$ cat config.mk
export PLATFORM = sky130hd
export DESIGN_NAME = adxl_burst_averager
export DESIGN_NICKNAME = d
export VERILOG_FILES = /design/src/rtl/adxl_burst_averager_pkg.sv /design/src/rtl/adxl_burst_averager_axis_acc.sv /design/src/rtl/adxl_burst_averager.sv
export SDC_FILE = /design/constraint.sdc
export NUM_CORES = 1
export LEC_CHECK = 0
export BUFFER_PORTS_ARGS = -buffer_cell sky130_fd_sc_hd__buf_2
export CAP_MARGIN = 20
export CORE_ASPECT_RATIO = 2
export CORE_UTILIZATION = 40
export DETAILED_ROUTE_END_ITERATION = 8
export GPL_TIMING_DRIVEN = 0
export MAX_ROUTING_LAYER = met4
export PLACE_DENSITY = 0.57
export SLEW_MARGIN = 20
export SYNTH_ARGS = -nofsm -noshare
export SYNTH_HDL_FRONTEND = slang
export SYNTH_HIERARCHICAL = 1
export SYNTH_SLANG_ARGS = --single-unit
$ cat constraint.sdc
create_clock -name clk -period 4.93 [get_ports clk]
set_input_delay 0.986 -clock clk [delete_from_list [all_inputs] [get_ports clk]]
set_output_delay 0.986 -clock clk [all_outputs]
set_load 0.005 [all_outputs]
$ cat src/rtl/adxl_burst_averager_pkg.sv
// Shared definitions for the ADXL burst averager: byte slot map, FSM encoding,
// default window size and the sample assembly helper.
package adxl_burst_averager_pkg;

  localparam int ADXL_AVG_N_LOG2 = 7;

  localparam logic [2:0] SEL_XL = 3'd0;
  localparam logic [2:0] SEL_XH = 3'd1;
  localparam logic [2:0] SEL_YL = 3'd2;
  localparam logic [2:0] SEL_YH = 3'd3;
  localparam logic [2:0] SEL_ZL = 3'd4;
  localparam logic [2:0] SEL_ZH = 3'd5;
  localparam logic [2:0] SEL_TL = 3'd6;
  localparam logic [2:0] SEL_TH = 3'd7;

  typedef enum logic [1:0] {
    ST_COLLECT = 2'd0,
    ST_ACCUM   = 2'd1,
    ST_PUBLISH = 2'd2
  } state_t;

  // Only the low nibble of the high byte carries sample bits.
  function automatic logic signed [11:0] assemble_sample(input logic [3:0] h_lo,
                                                         input logic [7:0] l);
    return signed'({h_lo, l});
  endfunction

endpackage

$ cat src/rtl/adxl_burst_averager_axis_acc.sv
// One-axis accumulator: sums sign-extended 12-bit samples and exposes the
// floor-average of the running sum including the sample being added.
module adxl_axis_acc
  import adxl_burst_averager_pkg::*;
#(
  parameter int N_LOG2 = ADXL_AVG_N_LOG2
) (
  input  logic               clk,
  input  logic               reset,
  input  logic               clr,
  input  logic               add_en,
  input  logic signed [11:0] sample,
  output logic signed [11:0] avg
);

  localparam int ACC_W = 12 + N_LOG2;

  logic signed [ACC_W-1:0] acc_q, acc_d;
  logic signed [ACC_W-1:0] sample_ext;
  logic signed [ACC_W-1:0] sum;

  always_comb begin
    sample_ext = {{N_LOG2{sample[11]}}, sample};
    sum        = acc_q + sample_ext;
    acc_d      = acc_q;
    if (clr) begin
      acc_d = '0;
    end else if (add_en) begin
      acc_d = sum;
    end
  end

  // Average of the post-add sum, so the top can publish on the same edge as the final add.
  assign avg = 12'(sum >>> N_LOG2);

  always_ff @(posedge clk or negedge reset) begin
    if (!reset) begin
      acc_q <= '0;
    end else begin
      acc_q <= acc_d;
    end
  end

endmodule

$ cat src/rtl/adxl_burst_averager.sv
// Collects 8-byte ADXL register bursts, accumulates 2^N_LOG2 complete bursts
// per axis and publishes floor-averaged X/Y/Z/T results.
module adxl_burst_averager
  import adxl_burst_averager_pkg::*;
#(
  parameter int N_LOG2 = ADXL_AVG_N_LOG2
) (
  input  logic        clk,
  input  logic        reset,
  input  logic        byte_valid,
  input  logic [7:0]  byte_data,
  input  logic [2:0]  byte_sel,
  input  logic        burst_done,
  output logic [11:0] avg_X,
  output logic [11:0] avg_Y,
  output logic [11:0] avg_Z,
  output logic [11:0] avg_T,
  output logic        avg_valid,
  output logic        burst_err,
  output logic [7:0]  burst_count
);

  localparam logic [8:0] WINDOW = 9'(1) << N_LOG2;

  state_t           state_q, state_d;
  logic [7:0]       mask_q, mask_d;
  logic [7:0][7:0]  stage_q, stage_d;
  logic [7:0]       cnt_q, cnt_d;
  logic             err_q, err_d;
  logic             vld_q, vld_d;
  logic [3:0][11:0] avg_q, avg_d;

  logic [7:0]       byte_bit;
  logic [7:0]       mask_seen;
  logic [8:0]       cnt_inc;
  logic             acc_add;
  logic             acc_clr;
  logic [3:0][11:0] samples;
  logic [3:0][11:0] acc_avg;

  always_comb begin
    for (int i = 0; i < 4; i++) begin
      samples[i] = assemble_sample(stage_q[2*i+1][3:0], stage_q[2*i]);
    end
  end

  for (genvar g = 0; g < 4; g++) begin : g_axis
    adxl_axis_acc #(.N_LOG2(N_LOG2)) u_acc (
      .clk    (clk),
      .reset  (reset),
      .clr    (acc_clr),
      .add_en (acc_add),
      .sample (samples[g]),
      .avg    (acc_avg[g])
    );
  end

  always_comb begin
    state_d   = state_q;
    mask_d    = mask_q;
    stage_d   = stage_q;
    cnt_d     = cnt_q;
    err_d     = 1'b0;
    vld_d     = 1'b0;
    avg_d     = avg_q;
    acc_add   = 1'b0;
    acc_clr   = 1'b0;
    byte_bit  = byte_valid ? (8'd1 << byte_sel) : 8'd0;
    mask_seen = mask_q | byte_bit;
    cnt_inc   = {1'b0, cnt_q} + 9'd1;

    if (byte_valid) begin
      stage_d[byte_sel] = byte_data;
    end

    unique case (state_q)
      ST_COLLECT: begin
        mask_d = mask_seen;
        if (burst_done) begin
          if (mask_seen == 8'hFF) begin
            state_d = ST_ACCUM;
          end else begin
            err_d  = 1'b1;
            mask_d = '0;
          end
        end
      end
      ST_ACCUM: begin
        // Mask restarts here; a byte arriving this cycle opens the next burst.
        acc_add = 1'b1;
        cnt_d   = cnt_inc[7:0];
        mask_d  = byte_bit;
        if (cnt_inc == WINDOW) begin
          state_d = ST_PUBLISH;
          vld_d   = 1'b1;
          avg_d   = acc_avg;
        end else begin
          state_d = ST_COLLECT;
        end
      end
      ST_PUBLISH: begin
        acc_clr = 1'b1;
        cnt_d   = '0;
        mask_d  = mask_seen;
        state_d = ST_COLLECT;
      end
      default: begin
        state_d = ST_COLLECT;
      end
    endcase
  end

  always_ff @(posedge clk or negedge reset) begin
    if (!reset) begin
      state_q <= ST_COLLECT;
      mask_q  <= '0;
      stage_q <= '0;
      cnt_q   <= '0;
      err_q   <= 1'b0;
      vld_q   <= 1'b0;
      avg_q   <= '0;
    end else begin
      state_q <= state_d;
      mask_q  <= mask_d;
      stage_q <= stage_d;
      cnt_q   <= cnt_d;
      err_q   <= err_d;
      vld_q   <= vld_d;
      avg_q   <= avg_d;
    end
  end

  assign avg_X       = avg_q[0];
  assign avg_Y       = avg_q[1];
  assign avg_Z       = avg_q[2];
  assign avg_T       = avg_q[3];
  assign avg_valid   = vld_q;
  assign burst_err   = err_q;
  assign burst_count = cnt_q;

endmodule
After elaboration in Yosys (flattened, before gate mapping)
Cells that the tools add are included.
{ "totals": {"regBits": 208, "out_inout_bits": 58} }
{ "op_classes": {"n_addsub": 5, "magnitude_cmp": 2, "n_eq_ne": 6, "shifts": 1, "mux": 27, "n_bitwise": 1, "n_reduce_logical": 7} }
{ "ops": {"columns": ["op", "n"], "rows": [
  ["$mux 19", 8],
  ["$add 19x12->19", 4],
  ["$bwmux 64", 1],
  ["$mux 8", 4],
  ["$demux 8 s3", 1],
  ["$pmux 8 s3", 1],
  ["$pmux 8 s2", 1],
  ["$add 8x1->9 const B", 1],
  ["$eq 9x8->1 const B", 1],
  ["$eq 8x8->1 const B", 1],
  ["$or 8x8->8", 1],
  ["$shl 1x3->8 const A", 1],
  ["$mux 1", 7],
  ["$mux 2", 3],
  ["$lt 3x4->1 const B", 1],
  ["$ne 2x2->1 const B", 2],
  ["$pmux 2 s2", 1],
  ["$reduce_and 2->1", 2],
  ["$reduce_bool 2->1", 2],
  ["$ge 3x1->1 const B", 1],
  ["$reduce_bool 3->1", 1],
  ["$eq 2x1->1 const B", 1],
  ["$eq 2x2->1 const B", 1],
  ["$logic_not 2->1", 1],
  ["$logic_and 1x1->1", 1]
]} }

Longest topological paths before layout
Gate-level depths: netlist of the first run.
{ "logic_depth": {"word_depth": 7, "ltp_mapped": 9} }

By module
Netlist of the first run, hierarchy kept.
{ "by_module_without_submodules": {"columns": ["module", "instances", "cells_each", "area_per_inst_um2", "seq_area_each_um2"], "rows": [
  ["adxl_axis_acc", 4, 210, 1835.5, 475.5],
  ["adxl_burst_averager", 1, 338, 4783.3, 2902.8]
]} }

Least setup slack after synthesis of the first run
No wires, ideal clock.
{ "synth_timing": {"path_type": "input -> register", "from": "input byte_sel[0]", "to": "register mask_q[1]", "setup_time_ns": 0.067, "arrival_ns": 2.437, "t_required_ns": 4.863, "setup_slack_ns": 2.426, "path_stages": 6, "path_buffers": 1, "cell_sequence": "buf_4 > nor2b_1 > a32oi_1 > or4_4 > a221oi_4 > a22o_1"} }
{ "synth_via": {"elab_chain_cells": 7} }
{ "synth_rtl": {"columns": ["item", "line_no", "source"], "rows": [
  ["start: declaration", "adxl_burst_averager.sv:12", "input logic [2:0] byte_sel,"],
  ["$shl 1x3->8 (*)", "adxl_burst_averager.sv:68", "byte_bit = byte_valid ? (8'd1 << byte_sel) : 8'd0;"],
  ["$mux 8 (*)", "adxl_burst_averager.sv:68", null],
  ["$or 8x8->8", "adxl_burst_averager.sv:69", "mask_seen = mask_q | byte_bit;"],
  ["$eq 8x8->1", "adxl_burst_averager.sv:80", "if (mask_seen == 8'hFF) begin"],
  ["$mux 8", "adxl_burst_averager.sv:80", null],
  ["$mux 8", "adxl_burst_averager.sv:79", "if (burst_done) begin"],
  ["$pmux 8 s3 (*)", "adxl_burst_averager.sv:76", "unique case (state_q)"],
  ["end signal: assignment", "adxl_burst_averager.sv:124", "mask_q <= mask_d;"],
  ["end: declaration", "adxl_burst_averager.sv:26", "logic [7:0] mask_q, mask_d;"]
]} }
Mark *: on every way between the ends. The rest lies on a longest branch, timed or not.
A chain may end at the register's enable or synchronous reset.

Worst setup path in the final report of the first run
{ "layout_timing": {"from": "register state_q[1]", "to": "register g_axis[0].u_acc.acc_q[6]"} }
{ "layout_via": {"elab_chain_cells": 3, "word_cells_on_any_way": 6, "cone_classes": "2 x eq/ne; 3 x mux; 1 x reduce/logical"} }
{ "layout_rtl": {"columns": ["item", "line_no", "source"], "rows": [
  ["start: declaration", "adxl_burst_averager.sv:25", "state_t state_q, state_d;"],
  ["start signal: assignment", "adxl_burst_averager.sv:123", "state_q <= state_d;"],
  ["$eq 2x1->1", "adxl_burst_averager.sv:76", null],
  ["$mux 1", "adxl_burst_averager.sv:76", null],
  ["net acc_add", "adxl_burst_averager.sv:36", "logic acc_add;"],
  ["$reduce_bool 2->1 (no source line)", null, null],
  ["end signal: assignment", "adxl_burst_averager_axis_acc.sv:38", "acc_q <= '0;"],
  ["end signal: assignment", "adxl_burst_averager_axis_acc.sv:40", "acc_q <= acc_d;"],
  ["end: declaration", "adxl_burst_averager_axis_acc.sv:18", "logic signed [ACC_W-1:0] acc_q, acc_d;"]
]} }
The timed path passes the listed nets, and every way through them passes these cells.

==> results of run 1 <==
## routing by layer
| layer | vias up | share of wire (%) | global-route usage [%] |
|---|---|---|---|
| met5 | - | 0 | - |
| met4 | 0 | 2.2 | 6.89 |
| met3 | 40 | 2.3 | 3.24 |
| met2 | 143 | 55 | 39.5 |
| met1 | 4570 | 40 | 22.2 |
| li1 | 4471 | - | - |
## state kept, by name, summed over array words and instances, names as in the netlist
register,cells
burst_err,1
avg_Y,12
avg_valid,1
avg_T,12
mask_q,8
avg_Z,12
avg_X,12
g_axis.u_acc/acc_q,76
burst_count,8
state_q,2
samples,48
## final cells by class
type,instances,area share [%]
clock buffer,20,3.29
tap,364,3.35
sequential,192,35.4
clock inverter,12,1.08
inverter,23,0.636
timing repair buffer,70,2.99
multi-input combinational,904,51.0
buffer,59,2.27
## how the worst min path moves through the flow
stage | slack, ns | start | end | depth (start not counted)
after floorplan | 0.45 | samples[20] | samples[20] | 2
after global placement | 0.47 | avg_X[7] | avg_X[7] | 1
after detailed placement | 0.48 | avg_X[8] | avg_X[8] | 1
after CTS | 0.30 | reset | avg_Z[6] | 1
after global routing | 0.30 | reset | avg_Z[6] | 1
final | 0.32 | reset | avg_Z[6] | 1
## cells in the final DEF, fill, tap and decap left out, types with 14 or more instances in the layout
cell type	count
dfrtp_1	192
nand2_1	93
mux2_2	91
ha_1	77
buf_2	75
nor2_1	74
a21oi_1	67
xnor2_1	44
o21ai_0	40
mux2i_1	36
clkbuf_1	35
xor2_1	26
nor2b_1	26
inv_1	23
nand3_1	21
a211o_1	21
a21o_1	21
nor3b_1	19
nand3b_1	17
clkbuf_16	17
o21a_1	16
o211ai_1	16
and3_1	14
## through the flow
step	hold slack, ns	total power (W)	setup TNS [ns]
2_1_floorplan	0.452	0.00230	0
3_3_place_gp	0.473	0.00249	-95.12
3_5_place_dp	0.481	0.00251	0
4_1_cts	0.297	0.00397	0
5_1_grt	0.303	0.00411	0
6_report	0.320	0.00391	0
## where the power goes
part           internal (W)  switching, W
sequential          0.00166     0.0000917
clock              0.000775      0.000660
combinational      0.000314      0.000402
total               0.00275       0.00115
## cells by family (layout without fill, tap and decap cells)
group | Yosys count | after routing | share of synthesized area (%)
AND/OR/NAND/NOR | 338 | 338 | 15.0
AO/OA/AOI/OAI | 280 | 280 | 16.3
flip-flops | 192 | 192 | 39.6
multiplexers | 135 | 135 | 12.2
buffers and inverters | 82 | 184 | 3.25
adder cells (fa/ha/maj) | 81 | 81 | 8.61
XOR/XNOR | 70 | 70 | 5.06
==> results.yml, run 1 <==
logic_synthesis:
  synth_cell_type_count: 63
  ys_async_sr_fraction_pct: 100
  synth_edf_count: 0
  synth_area_per_cell_um2: 10.3
  yosysSeqAreaShare_pct: 39.6
  synth_top_area_share_pct: 39.6
  syn_area_mm2: 0.0121
  synth_nets: 1274
  ys_warn_count: 6
  yosys_most_used_dff: "dfrtp_1"
  yosysMostFrequentCell: "dfrtp_1"
  synthTopCellsByCount: "dfrtp_1, nand2_1, mux2_2"
  ys_ff_latch: 192
  syn_inst: 1178
  synth_area_leaders: "dfrtp_1, mux2_2, ha_1"
  synth_top_area_cell: "dfrtp_1"
critical_path:
  r2r-start: "state_q[1]"
  arrival_ns: 3.19
  cp-endpoint: "g_axis[0].u_acc/acc_q[6]"
  start_kind: "flop"
  path_cells: "inv_1 > ha_1 > clkbuf_1 > clkbuf_1 > mux2i_1 > nor2_1"
  cpLargestDelayFamily: "buffers and inverters"
  rr_worst_depth: 6
  cp_num_buf_inv: 3
  crit_type: "flop to flop"
  startpoint: "state_q[1]"
  end_kind: "flop"
  crit_top_cell: "clkbuf_1"
  critPathRequiredTime_ns: 5.24
  rr_endpoint: "g_axis[0].u_acc/acc_q[6]"
  slowest_delay_ns: 0.91
  critPathMaxFanout: 22
  r2r_slack_ns: 2.05
  cp_num_cells: 6
  crit_slowest_cell: "ha_1"
sta:
  worstMarginPinSlew_ns: 1.11
  period_share_pct: 58.4
  max-slew-margin-rel_pct: 26.1
  maxSlewViolCount: 0
  finalWorstSetupSlack_ns: 2.05
  setup_viol: 0
  rsz0062_at_grt: "no"
  max_freq_ghz: 0.348
  hold_violations: 0
  fin_crit_ns: 2.88
  clock-skew-final_ns: 0.00895
cts:
  cts_hold_buf: 0
  cts.clk_slew.worst_paths_ns: 0.08
  htreeDepth: 4
  root_buffer: "clkbuf_16"
  cts_tree: "done"
  clk_latency_ns: 0.45
  cts-buffers-inserted: 17
  clockBufferDepth: 2
  cts_resized: 0
  post_cts_buffers: 0
  clock-sinks: 192
floorplan:
  die_x_um: 125
  dieArea_mm2: 0.0311
  start_util_pct: 40.9
  boundaryPins: 73
  core-area_mm2: 0.0296
  row_count: 89
  dieHeight_um: 248
cells_and_area:
  fin_nets: 1363
  regArea_mm2: 0.00480
  fillers: 2871
  finish.utilization_pct: 45.8
  syn_to_final_growth_pct: 12.0
  final_area_mm2: 0.0136
  final_cells: 1644
  drive_gt1_share_pct: 18.6
  multi_input_area_mm2: 0.00693
  antenna_cells: 0
placement:
  place_congestion: 0.871
  dp.cells: 1612
  portBuffers: 68
  dpl-instance-area_mm2: 0.0130
  dp_hpwl_um: 22400
  preCtsSetupSlack_ns: 2.04
detailed_routing:
  wl_per_cell_um: 18.5
  first_pass_iters: 9
  drt_iter0_markers: 488
  routed_wl_um: 30400
  ant_nets: 0
  remaining_drc_errors: 6
  vias: 9224
  vias_per_cell: 5.61
power:
  p_leak_nw: 6.56
  power_density_mw_per_mm2: 288
  peakVddDrop_mv: 0.258
global_routing:
  gr-total-overflow: 0
  grt_usage_pct: 21.0
  grt_max_degree: 95
  grt_pass1_vias: 9474
  antenna_found_initial: 0
  grt_pass1_wl_um: 49400
job:
  drv_cap: 0
worst_hold_path:
  worstHoldPathType: "input pin to asynchronous set/reset pin"
status:
  violations: "DRC"
  status: "finished with violations"
Power figures use the tool's default switching activity.
==> run 2: changes to the inputs <==
Clock period 4.93 ns to 2.7 ns, I/O delays scaled along.
==> run 2 against run 1 <==
Net effect:
- the run still ends with DRC left
- final cell count up 0.49%
- hold slack better by 0.093 ns
- highest routed layer unchanged
- setup slack worse by 2.0 ns
==> results.yml, run 2 (same netlist as run 1, synthesis figures left out) <==
global_routing:
  gr-total-overflow: 0
  grt_usage_pct: 21.0
  grt_pass1_wl_um: 49500
  antenna_found_initial: 0
  grt_pass1_vias: 9485
  grt_max_degree: 95
cells_and_area:
  drive_gt1_share_pct: 20.7
  largest_register: "g_axis.u_acc/acc_q"
  fin_nets: 1371
  syn_to_final_growth_pct: 13.4
  antenna_cells: 0
  largest_reg_flops: 76
  final_common_cell: "dfrtp_1"
  layout_common_cells: "dfrtp_1, nand2_1, mux2_2"
  finish.utilization_pct: 46.4
critical_path:
  r2r_slack_ns: 0.05
  r2r-start: "samples[36]"
  end_kind: "flop"
  rr_endpoint: "avg_T[11]"
  cp_num_buf_inv: 0
  slowest_delay_ns: 0.46
  start_kind: "flop"
  crit_type: "flop to flop"
  cp-endpoint: "avg_T[11]"
  critPathMaxFanout: 3
  path_cells: "ha_4 > fa_2 > a21oi_4 > o211ai_1 > a21o_1 > a311o_2 > mux2i_2 > xnor2_1 > mux2_2"
  cp_num_cells: 9
  startpoint: "samples[36]"
  cpLargestDelayFamily: "compound AO/OA/AOI/OAI gates"
  arrival_ns: 2.98
  critPathRequiredTime_ns: 3.03
  crit_slowest_cell: "a311o_2"
  rr_worst_depth: 9
worst_hold_path:
  worstHoldPathType: "input pin to flop"
cts:
  cts.clk_slew.worst_paths_ns: 0.07
  htreeDepth: 4
  cts_tree: "done"
  clock-sinks: 192
  cts-buffers-inserted: 17
  clk_latency_ns: 0.45
  clockBufferDepth: 2
  root_buffer: "clkbuf_16"
floorplan:
  die_x_um: 125
  dieArea_mm2: 0.0311
  row_count: 89
  boundaryPins: 73
  dieHeight_um: 248
  start_util_pct: 40.9
  core-area_mm2: 0.0296
placement:
  dp_hpwl_um: 22400
  preCtsSetupSlack_ns: -0.187
  portBuffers: 68
  place_congestion: 0.871
sta:
  max-slew-margin-rel_pct: 43.7
  maxSlewViolCount: 0
  max_freq_ghz: 0.377
  clock-skew-final_ns: 0.0106
  hold_violations: 0
  rsz0062_at_grt: "yes"
  period_share_pct: 98.2
  fin_crit_ns: 2.65
  worstMarginPinSlew_ns: 0.841
  finalWorstSetupSlack_ns: 0.0487
  setup_viol: 0
  setup_tns_ns: 0
detailed_routing:
  vias_per_cell: 5.62
  drt_iter0_markers: 603
  ant_nets: 0
  routed_wl_um: 30600
  first_pass_iters: 9
  vias: 9290
  remaining_drc_errors: 12
  wl_per_cell_um: 18.5
power:
  peakVddDrop_mv: 0.470
  power_density_mw_per_mm2: 521
  p_leak_nw: 6.61
status:
  violations: "DRC"
  status: "finished with violations"
job:
  drv_cap: 0
-- run 2: worst min path at each step --
stage	startpoint	end	slack, ns	cells after the start
after floorplan	reset	avg_T[0]	0.24	0
after global placement	avg_X[7]	avg_X[7]	0.47	1
after detailed placement	reset	avg_Z[6]	0.34	1
after CTS	burst_done	burst_err	0.39	2
after global routing	burst_done	burst_err	0.40	2
final	burst_done	burst_err	0.41	2
-- run 2: layout make-up --
class                           count  area, µm²
Sequential cell                   192       4810
Buffer                             59        314
Fill cell                        2868      15900
Tap cell                          364        455
Clock buffer                       20        447
Inverter                           23       86.3
Clock inverter                     12        146
Multi-Input combinational cell    904       7020
Timing Repair Buffer               78        468
-- run 2: per-layer routing --
metal,global-route usage [%],routed length [µm],up-vias
met5,-,0,-
met4,6.85,663,0
met3,3.29,772,38
met2,39.6,16800,156
met1,22.2,12300,4604
li1,-,-,4492
-- run 2: stage by stage --
stage | hold WS [ns] | power [W] | instances | area, µm²
after floorplan | 0.244 | 0.00420 | 1178 | 12100
after global placement | 0.473 | 0.00454 | 1610 | 12900
after detailed placement | 0.344 | 0.00458 | 1612 | 13000
after CTS | 0.387 | 0.00725 | 1646 | 13600
after global routing | 0.404 | 0.00752 | 1652 | 13700
final | 0.413 | 0.00716 | 1652 | 13700
-- run 2: worst reg2reg max path: stages, from the launching register on --
cell and delay [ns]:
dfrtp_2 0.45, ha_4 0.18, fa_2 0.39, a21oi_4 0.15, o211ai_1 0.12, a21o_1 0.24, a311o_2 0.46, mux2i_2 0.17
xnor2_1 0.13, mux2_2 0.25
-- run 2: where the power goes --
part / internal (W) / switching (W)
sequential: 0.00304 / 0.000170
combinational: 0.000581 / 0.000744
clock: 0.00141 / 0.00121
total: 0.00504 / 0.00212
-- run 2: what timing repair did --
| item | in CTS | in global routing |
|---|---|---|
| pin swaps | 8 | 14 |
| endpoints found under the setup margin | 89 | 42 |
| hold buffers | 1 | 0 |
| hold endpoints to repair | 5 | 0 |
| gates resized for setup | 7 | 24 |
| setup buffers | 1 | 6 |
